--- config.mk ---
export PLATFORM = sky130hd
export DESIGN_NAME = keypad_entry
export DESIGN_NICKNAME = d
export VERILOG_FILES = /design/src/rtl/lock_pkg.sv /design/src/rtl/key_sync.sv /design/src/rtl/keypad_entry.sv
export SDC_FILE = /design/constraint.sdc
export NUM_CORES = 1
export LEC_CHECK = 0
export BUFFER_PORTS_ARGS = -buffer_cell sky130_fd_sc_hd__buf_2
export CAP_MARGIN = 20
export CORE_ASPECT_RATIO = 0.8
export CORE_MARGIN = 2
export CORE_UTILIZATION = 40
export CTS_CLUSTER_DIAMETER = 40
export DETAILED_ROUTE_END_ITERATION = 10
export GPL_TIMING_DRIVEN = 0
export SETUP_SLACK_MARGIN = 0.2
export SLEW_MARGIN = 10
export SYNTH_ARGS = -nofsm -noshare
export SYNTH_HDL_FRONTEND = slang
export SYNTH_SLANG_ARGS = --single-unit
--- constraint.sdc ---
create_clock -name clk -period 2.47 [get_ports clk]
set_input_delay 0.247 -clock clk [delete_from_list [all_inputs] [get_ports clk]]
set_output_delay 0.247 -clock clk [all_outputs]
set_load 0.01 [all_outputs]
--- src/rtl/lock_pkg.sv ---
// Shared constants, FSM state type and a small priority helper for the keypad entry block.
package lock_pkg;

  localparam int DIGIT_W = 4;
  localparam logic [3:0] ROW_IDLE = 4'b1110;

  typedef enum logic [1:0] {
    ST_SCAN     = 2'd0,
    ST_DEBOUNCE = 2'd1,
    ST_HOLD     = 2'd2,
    ST_RELEASE  = 2'd3
  } state_e;

  // Index of the lowest-numbered zero bit; serves both column pick and one-hot-low row decode.
  function automatic logic [1:0] low_index(input logic [3:0] v);
    if (!v[0])      return 2'd0;
    else if (!v[1]) return 2'd1;
    else if (!v[2]) return 2'd2;
    else            return 2'd3;
  endfunction

endpackage

--- src/rtl/key_sync.sv ---
// Two-flop synchroniser for an asynchronous input; RISE=1 turns the output into a rising-edge pulse.
module key_sync #(
  parameter int         W    = 1,
  parameter logic [W-1:0] IDLE = '0,
  parameter bit         RISE = 1'b0
) (
  input  logic         clk,
  input  logic         reset,
  input  logic [W-1:0] async_in,
  output logic [W-1:0] sync_out
);

  logic [W-1:0] meta_q, meta_d;
  logic [W-1:0] sync_q, sync_d;

  always_comb begin
    meta_d = async_in;
    sync_d = meta_q;
  end

  always_ff @(posedge clk or negedge reset) begin
    if (!reset) begin
      meta_q <= IDLE;
      sync_q <= IDLE;
    end else begin
      meta_q <= meta_d;
      sync_q <= sync_d;
    end
  end

  generate
    if (RISE) begin : g_rise
      logic [W-1:0] prev_q, prev_d;
      assign prev_d = sync_q;
      always_ff @(posedge clk or negedge reset) begin
        if (!reset) prev_q <= IDLE;
        else        prev_q <= prev_d;
      end
      assign sync_out = sync_q & ~prev_q;
    end else begin : g_level
      assign sync_out = sync_q;
    end
  endgenerate

endmodule

--- src/rtl/keypad_entry.sv ---
// 4x4 keypad scanner with debounce and a DIGITS-long hex code buffer.
// Optional entry timeout is compiled in with KEYPAD_ENTRY_TIMEOUT_EN.
module keypad_entry
  import lock_pkg::*;
#(
  parameter int DIGITS          = 4,
  parameter int SCAN_DIV        = 8,
  parameter int DEBOUNCE_CYCLES = 16
`ifdef KEYPAD_ENTRY_TIMEOUT_EN
  , parameter int TIMEOUT_CYCLES = 1_000_000
`endif
) (
  input  logic                          clk,
  input  logic                          reset,
  input  logic [3:0]                    key_col,
  output logic [3:0]                    key_row,
  input  logic                          enter,
  input  logic                          clear,
  output logic [DIGIT_W*DIGITS-1:0]     code,
  output logic                          code_valid,
  output logic                          entry_err,
  output logic [$clog2(DIGITS+1)-1:0]   digit_cnt,
  output logic                          entry_ovf
);

  localparam int CODE_W = DIGIT_W * DIGITS;
  localparam int CNT_W  = $clog2(DIGITS + 1);
  localparam int DIV_W  = $clog2(SCAN_DIV + 1);
  localparam int DEB_W  = $clog2(DEBOUNCE_CYCLES + 1);
  localparam logic [DIV_W-1:0] DIV_LAST = DIV_W'(SCAN_DIV - 1);
  localparam logic [DEB_W-1:0] DEB_LAST = DEB_W'(DEBOUNCE_CYCLES - 1);
  localparam logic [CNT_W-1:0] FULL     = CNT_W'(DIGITS);
`ifdef KEYPAD_ENTRY_TIMEOUT_EN
  localparam int TMO_W = $clog2(TIMEOUT_CYCLES + 1);
  localparam logic [TMO_W-1:0] TMO_LAST = TMO_W'(TIMEOUT_CYCLES - 1);
`endif

  logic [3:0] col_s;
  logic       enter_rise, clear_rise;

  key_sync #(.W(4), .IDLE(4'hF), .RISE(1'b0)) u_sync_col (
    .clk(clk), .reset(reset), .async_in(key_col), .sync_out(col_s)
  );
  key_sync #(.W(1), .IDLE(1'b0), .RISE(1'b1)) u_sync_enter (
    .clk(clk), .reset(reset), .async_in(enter), .sync_out(enter_rise)
  );
  key_sync #(.W(1), .IDLE(1'b0), .RISE(1'b1)) u_sync_clear (
    .clk(clk), .reset(reset), .async_in(clear), .sync_out(clear_rise)
  );

  state_e              state_q, state_d;
  logic [3:0]          row_q, row_d;
  logic [DIV_W-1:0]    div_q, div_d;
  logic [1:0]          col_idx_q, col_idx_d;
  logic [DEB_W-1:0]    deb_q, deb_d;
  logic                accept;
  logic [DIGIT_W-1:0]  digit;

  logic [CODE_W-1:0]   buf_q, buf_d;
  logic [CNT_W-1:0]    cnt_q, cnt_d;
  logic                ovf_q, ovf_d;
  logic [CODE_W-1:0]   code_q, code_d;
  logic                valid_q, valid_d;
  logic                err_q, err_d;
`ifdef KEYPAD_ENTRY_TIMEOUT_EN
  logic [TMO_W-1:0]    tmo_q, tmo_d;
`endif

  // The frozen row is one-hot-low, so the same priority helper decodes it.
  assign digit = {low_index(row_q), col_idx_q};

  always_comb begin
    state_d   = state_q;
    row_d     = row_q;
    div_d     = div_q;
    col_idx_d = col_idx_q;
    deb_d     = deb_q;
    accept    = 1'b0;
    case (state_q)
      ST_SCAN: begin
        if (col_s != 4'hF) begin
          col_idx_d = low_index(col_s);
          deb_d     = '0;
          state_d   = ST_DEBOUNCE;
        end else if (div_q == DIV_LAST) begin
          div_d = '0;
          row_d = {row_q[2:0], row_q[3]};
        end else begin
          div_d = div_q + 1'b1;
        end
      end
      ST_DEBOUNCE: begin
        if (!col_s[col_idx_q]) begin
          if (deb_q == DEB_LAST) begin
            accept  = 1'b1;
            deb_d   = '0;
            state_d = ST_HOLD;
          end else begin
            deb_d = deb_q + 1'b1;
          end
        end else begin
          deb_d   = '0;
          div_d   = '0;
          state_d = ST_SCAN;
        end
      end
      ST_HOLD: begin
        if (col_s == 4'hF) begin
          deb_d   = '0;
          state_d = ST_RELEASE;
        end
      end
      ST_RELEASE: begin
        if (col_s != 4'hF) begin
          state_d = ST_HOLD;
        end else if (deb_q == DEB_LAST) begin
          deb_d   = '0;
          div_d   = '0;
          state_d = ST_SCAN;
        end else begin
          deb_d = deb_q + 1'b1;
        end
      end
      default: state_d = ST_SCAN;
    endcase
  end

  // Event priority: clear, then enter, then digit accept (then timeout when built in).
  always_comb begin
    buf_d   = buf_q;
    cnt_d   = cnt_q;
    ovf_d   = ovf_q;
    code_d  = '0;
    valid_d = 1'b0;
    err_d   = 1'b0;
`ifdef KEYPAD_ENTRY_TIMEOUT_EN
    tmo_d   = '0;
`endif
    if (clear_rise) begin
      buf_d = '0;
      cnt_d = '0;
      ovf_d = 1'b0;
    end else if (enter_rise) begin
      if (cnt_q == FULL) begin
        valid_d = 1'b1;
        code_d  = buf_q;
      end else begin
        err_d = 1'b1;
      end
      buf_d = '0;
      cnt_d = '0;
      ovf_d = 1'b0;
    end else if (accept) begin
      if (cnt_q == FULL) begin
        ovf_d = 1'b1;
      end else begin
        buf_d = (buf_q << DIGIT_W) | CODE_W'(digit);
        cnt_d = cnt_q + 1'b1;
      end
    end
`ifdef KEYPAD_ENTRY_TIMEOUT_EN
    else if (cnt_q != '0 && cnt_q != FULL) begin
      if (tmo_q == TMO_LAST) begin
        buf_d = '0;
        cnt_d = '0;
        err_d = 1'b1;
      end else begin
        tmo_d = tmo_q + 1'b1;
      end
    end
`endif
  end

  always_ff @(posedge clk or negedge reset) begin
    if (!reset) begin
      state_q   <= ST_SCAN;
      row_q     <= ROW_IDLE;
      div_q     <= '0;
      col_idx_q <= '0;
      deb_q     <= '0;
      buf_q     <= '0;
      cnt_q     <= '0;
      ovf_q     <= 1'b0;
      code_q    <= '0;
      valid_q   <= 1'b0;
      err_q     <= 1'b0;
`ifdef KEYPAD_ENTRY_TIMEOUT_EN
      tmo_q     <= '0;
`endif
    end else begin
      state_q   <= state_d;
      row_q     <= row_d;
      div_q     <= div_d;
      col_idx_q <= col_idx_d;
      deb_q     <= deb_d;
      buf_q     <= buf_d;
      cnt_q     <= cnt_d;
      ovf_q     <= ovf_d;
      code_q    <= code_d;
      valid_q   <= valid_d;
      err_q     <= err_d;
`ifdef KEYPAD_ENTRY_TIMEOUT_EN
      tmo_q     <= tmo_d;
`endif
    end
  end

  assign key_row    = row_q;
  assign code       = code_q;
  assign code_valid = valid_q;
  assign entry_err  = err_q;
  assign digit_cnt  = cnt_q;
  assign entry_ovf  = ovf_q;

endmodule

==> results_dict.tcl <==
set metrics [dict create \
    top_layer "met4" \
    finClkSkew_ns 0.006525 \
    async_reset_ff_share_pct 100.0 \
    detailed_route_wl_um 4807 \
    initial_utilization_pct 41.88 \
    cap_violations 0 \
    outcome "complete, no violations" \
    rrSetupSlack_ns 0.39 \
    most-common-layout-cells "sky130_fd_sc_hd__dfrtp_1 (58), sky130_fd_sc_hd__buf_2 (33), sky130_fd_sc_hd__and2_1 (17)" \
    synthDistinctLibCells 44 \
    vdd_ir_drop_max_mv 0.6045 \
    filler_cell_count 575 \
    synth_sequential_area_ratio_pct 64.19 \
    critical-path-slowest-cell "sky130_fd_sc_hd__dfrtp_1" \
    tightest_slew_margin_relative_to_the_limit_pct 63.02 \
    post_synth.cell_area_avg_um2 13.04 \
    drt_drc_violations_left 0 \
    synth_flop_cell "sky130_fd_sc_hd__dfrtp_1" \
    min_path_type "flip-flop to flip-flop" \
    area.growth.synth_to_final_pct 22.66 \
    max_freq_mhz 479.9 \
    critical_path_required_ns 2.70 \
    power.switching_w 0.0006711 \
    r2r-start "state_q[1]" \
    synth.net_count 220 \
    crit_path_end "buf_q[15]" \
    post_synth_inst_count 208 \
    pins_over_slew_limit 0 \
    dr_total_vias 1709 \
    mostFrequentLayoutCell "sky130_fd_sc_hd__dfrtp_1" \
    dr_wl_met2_um 1932 \
    wl_met3_um 211 \
    synth_seq_cells 69 \
    placedCellCount 326 \
    setup.worst_path.class "flip-flop to flip-flop" \
    path_clk_slew_ns 0.07 \
    sw_frac_of_total_pct 25.17 \
    timing.critical_path.arrival_ns 2.31 \
    p_clk_share_pct 40.5 \
    antenna_violating_nets_left 0 \
    pwr-share-comb_pct 12.7 \
    drt_pass1_iterations 4 \
    floorplan.die_area_mm2 0.007457 \
    antenna_cells_inserted 0 \
    totalNegativeSetupSlack_ns 0 \
    worst_r2r_endpoint "buf_q[15]" \
    core_region_area_mm2 0.006474 \
    wl_on_met1_um 2558 \
    crit_path_start_kind "flip-flop" \
    worst-slew-pin-transition_ns 0.5501 \
    number_of_buffers_created_by_cts 9 \
    ctsHtreeMaxLevel 3 \
    synth-edff-count 0 \
    clkLatencyLatePin_ns 0.34 \
    grt_first_pass_wirelength_um 8528 \
    drt_iter0_markers 123 \
    routed_wire_length_per_instance_um 13.73 \
    timing.critical_path.slowest_cell_delay_ns 0.44 \
    antenna_found_initial 0 \
    yosysWarningCount 0 \
    internal_power_w 0.001995 \
    static-leakage-power_nw 1.596 \
    worstSetupPathDepth 5 \
    port-buffer-count 33 \
    place_hpwl_um 3282 \
    routability_congestion_estimate_from_global_placement 0.7851 \
    floorplan.die.width_um 96.05 \
    crit_path_end_kind "flip-flop" \
    r2r_cells 5 \
    final_cycle_utilization_of_the_critical_path_pct 84.35 \
    grt_pass1_vias 1717 \
    setup_violations 0 \
    placementRows 26 \
    critical_path.n_buffers_inverters 1 \
    power.density_cell_area_mw_per_mm2 801.5 \
    postLayoutCoreUtil_pct 51.37 \
    fin_crit_ns 2.084 \
    tritoncts_num_sinks 69 \
    nNetsFinal 273 \
    rsz0062_at_grt "false" \
    power.sequential.fraction_pct 46.8 \
    routed_via_density 4.883 \
    tritoncts_clock_tree "yes" \
    critPathTopFamily "compound AO/OA/AOI/OAI gates" \
    clockRootBuffer "sky130_fd_sc_hd__clkbuf_8" \
    cp_cell_sequence "or3b_1 > o22ai_2 > a31oi_2 > buf_2 > a22o_1" \
    gr-total-overflow 0 \
    clockBufferDepth 2 \
    synth_area_mm2 0.002711 \
    cp_max_fo 10 \
    hold_viol 0 \
    layout_cell_share_with_drive_strength_beyond_1_pct 30.08 \
    pin_count_of_the_biggest_net_entering_global_routing 44 \
    io_pins 34 \
    grt_overall_usage_pct 15.39 \
    crit_path_start "state_q[1]" \
    die_y_um 77.64 \
    final-instance-count-excl-fill 350 \
]
-- worst register-to-register path, stage by stage (launching register included) --
cell                      delay, ns
sky130_fd_sc_hd__dfrtp_1       0.44
sky130_fd_sc_hd__or3b_1        0.41
sky130_fd_sc_hd__o22ai_2       0.33
sky130_fd_sc_hd__a31oi_2       0.28
sky130_fd_sc_hd__buf_2         0.26
sky130_fd_sc_hd__a22o_1        0.24
-- worst min path at each step --
stage	start	to	slack, ns	depth (start not counted)
after global routing	u_sync_clear.meta_q	u_sync_clear.g_rise.prev_d	0.36	0
after global placement	u_sync_enter.meta_q	u_sync_enter.g_rise.prev_d	0.34	0
after detailed placement	reset	buf_q[2]	0.18	1
final	u_sync_clear.meta_q	u_sync_clear.g_rise.prev_d	0.35	0
after CTS	reset	div_q[3]	0.35	2
after floorplan	reset	buf_q[0]	-0.05	0
-- power groups by stage --
stage | combinational [W] | sequential (W) | clock (W)
after floorplan | 0.000240 | 0.00125 | 0
after global placement | 0.000324 | 0.00127 | 0
after detailed placement | 0.000330 | 0.00127 | 0
after CTS | 0.000341 | 0.00125 | 0.00111
after global routing | 0.000389 | 0.00126 | 0.00116
final | 0.000338 | 0.00125 | 0.00108
-- synth_stat cells (2+ instances only) --
| cell | n | area share, % |
|---|---|---|
| sky130_fd_sc_hd__and2_1 | 17 | 3.9 |
| sky130_fd_sc_hd__mux2_2 | 8 | 3.3 |
| sky130_fd_sc_hd__nand2_1 | 8 | 1.1 |
| sky130_fd_sc_hd__or2_2 | 2 | 0.46 |
| sky130_fd_sc_hd__o21ai_0 | 10 | 1.8 |
| sky130_fd_sc_hd__nor2_1 | 5 | 0.69 |
| sky130_fd_sc_hd__nor2b_1 | 6 | 1.4 |
| sky130_fd_sc_hd__nand2b_1 | 4 | 0.92 |
| sky130_fd_sc_hd__inv_1 | 6 | 0.83 |
| sky130_fd_sc_hd__a221oi_1 | 2 | 0.65 |
| sky130_fd_sc_hd__nand3b_1 | 2 | 0.55 |
| sky130_fd_sc_hd__a32o_1 | 2 | 0.74 |
| sky130_fd_sc_hd__clkbuf_1 | 6 | 0.83 |
| sky130_fd_sc_hd__nand3_1 | 6 | 1.1 |
| sky130_fd_sc_hd__a31oi_1 | 2 | 0.46 |
| sky130_fd_sc_hd__ha_1 | 4 | 1.8 |
| sky130_fd_sc_hd__a22o_1 | 16 | 5.2 |
| sky130_fd_sc_hd__dfrtp_1 | 58 | 54 |
| sky130_fd_sc_hd__a21o_1 | 3 | 0.83 |
| sky130_fd_sc_hd__dfstp_2 | 11 | 11 |
| sky130_fd_sc_hd__a21oi_1 | 7 | 1.3 |
-- layer usage --
metal / vias up / track usage [%]
li1: 858 / -
met1: 808 / 23.44
met2: 33 / 18.82
met3: 10 / 5.825
met4: 0 / 7.286
met5: - / 0
-- repair_timing --
action,in CTS,in global routing
gates resized for setup,0,1
endpoints found under the setup margin,0,11
setup buffers,0,1
hold buffers,7,0
hold endpoints to repair,21,0
-- registers in the layout (all words and copies together), names as in the netlist --
| name | cells |
|---|---|
| buf_q | 16 |
| code | 16 |
| deb_q | 5 |
| div_q | 4 |
| key_row | 4 |
| u_sync_col.meta_q | 4 |
| u_sync_col.sync_out | 4 |
| digit_cnt | 3 |
| col_idx_q | 2 |
| state_q | 2 |
| code_valid | 1 |
| entry_err | 1 |
| entry_ovf | 1 |
| u_sync_clear.g_rise.prev_d | 1 |
| u_sync_clear.g_rise.prev_q | 1 |
| u_sync_clear.meta_q | 1 |
| u_sync_enter.g_rise.prev_d | 1 |
| u_sync_enter.g_rise.prev_q | 1 |
| u_sync_enter.meta_q | 1 |
-- final cells by class --
cell class / instances / area, um2 / share of cell area, %
flip-flops and latches: 69 / 1740 / 52.33
well taps: 84 / 105.1 / 3.160
inverters: 6 / 22.52 / 0.6772
clock buffers: 9 / 123.9 / 3.725
repair buffers: 42 / 265.3 / 7.976
clock inverters: 7 / 113.9 / 3.424
plain buffers: 8 / 38.79 / 1.166
multi-input cells: 125 / 915.9 / 27.54
-- logic make-up (layout without fill, tap and decap cells) --
| logic type | Yosys count | count (layout) | share of synthesized area [%] |
|---|---|---|---|
| multiplexers | 9 | 9 | 3.692 |
| adder cells (fa/ha/maj) | 4 | 4 | 1.846 |
| AND/OR/NAND/NOR | 60 | 60 | 13.52 |
| buffers and inverters | 14 | 72 | 2.261 |
| AO/OA/AOI/OAI | 51 | 51 | 14.17 |
| flip-flops | 69 | 69 | 64.19 |
| XOR/XNOR | 1 | 1 | 0.3231 |
-- stage by stage --
step	setup slack, ns	instance area, um2	hold WS (ns)	total power (W)
after floorplan	0.6594	2711	-0.04859	0.001495
after global placement	0.3198	2982	0.3354	0.001590
after detailed placement	0.3038	3004	0.1811	0.001597
after CTS	0.2954	3312	0.3488	0.002696
after global routing	0.2387	3326	0.3578	0.002813
final	0.3864	3326	0.3524	0.002666
No activity file was read; power rests on OpenSTA's default activity.
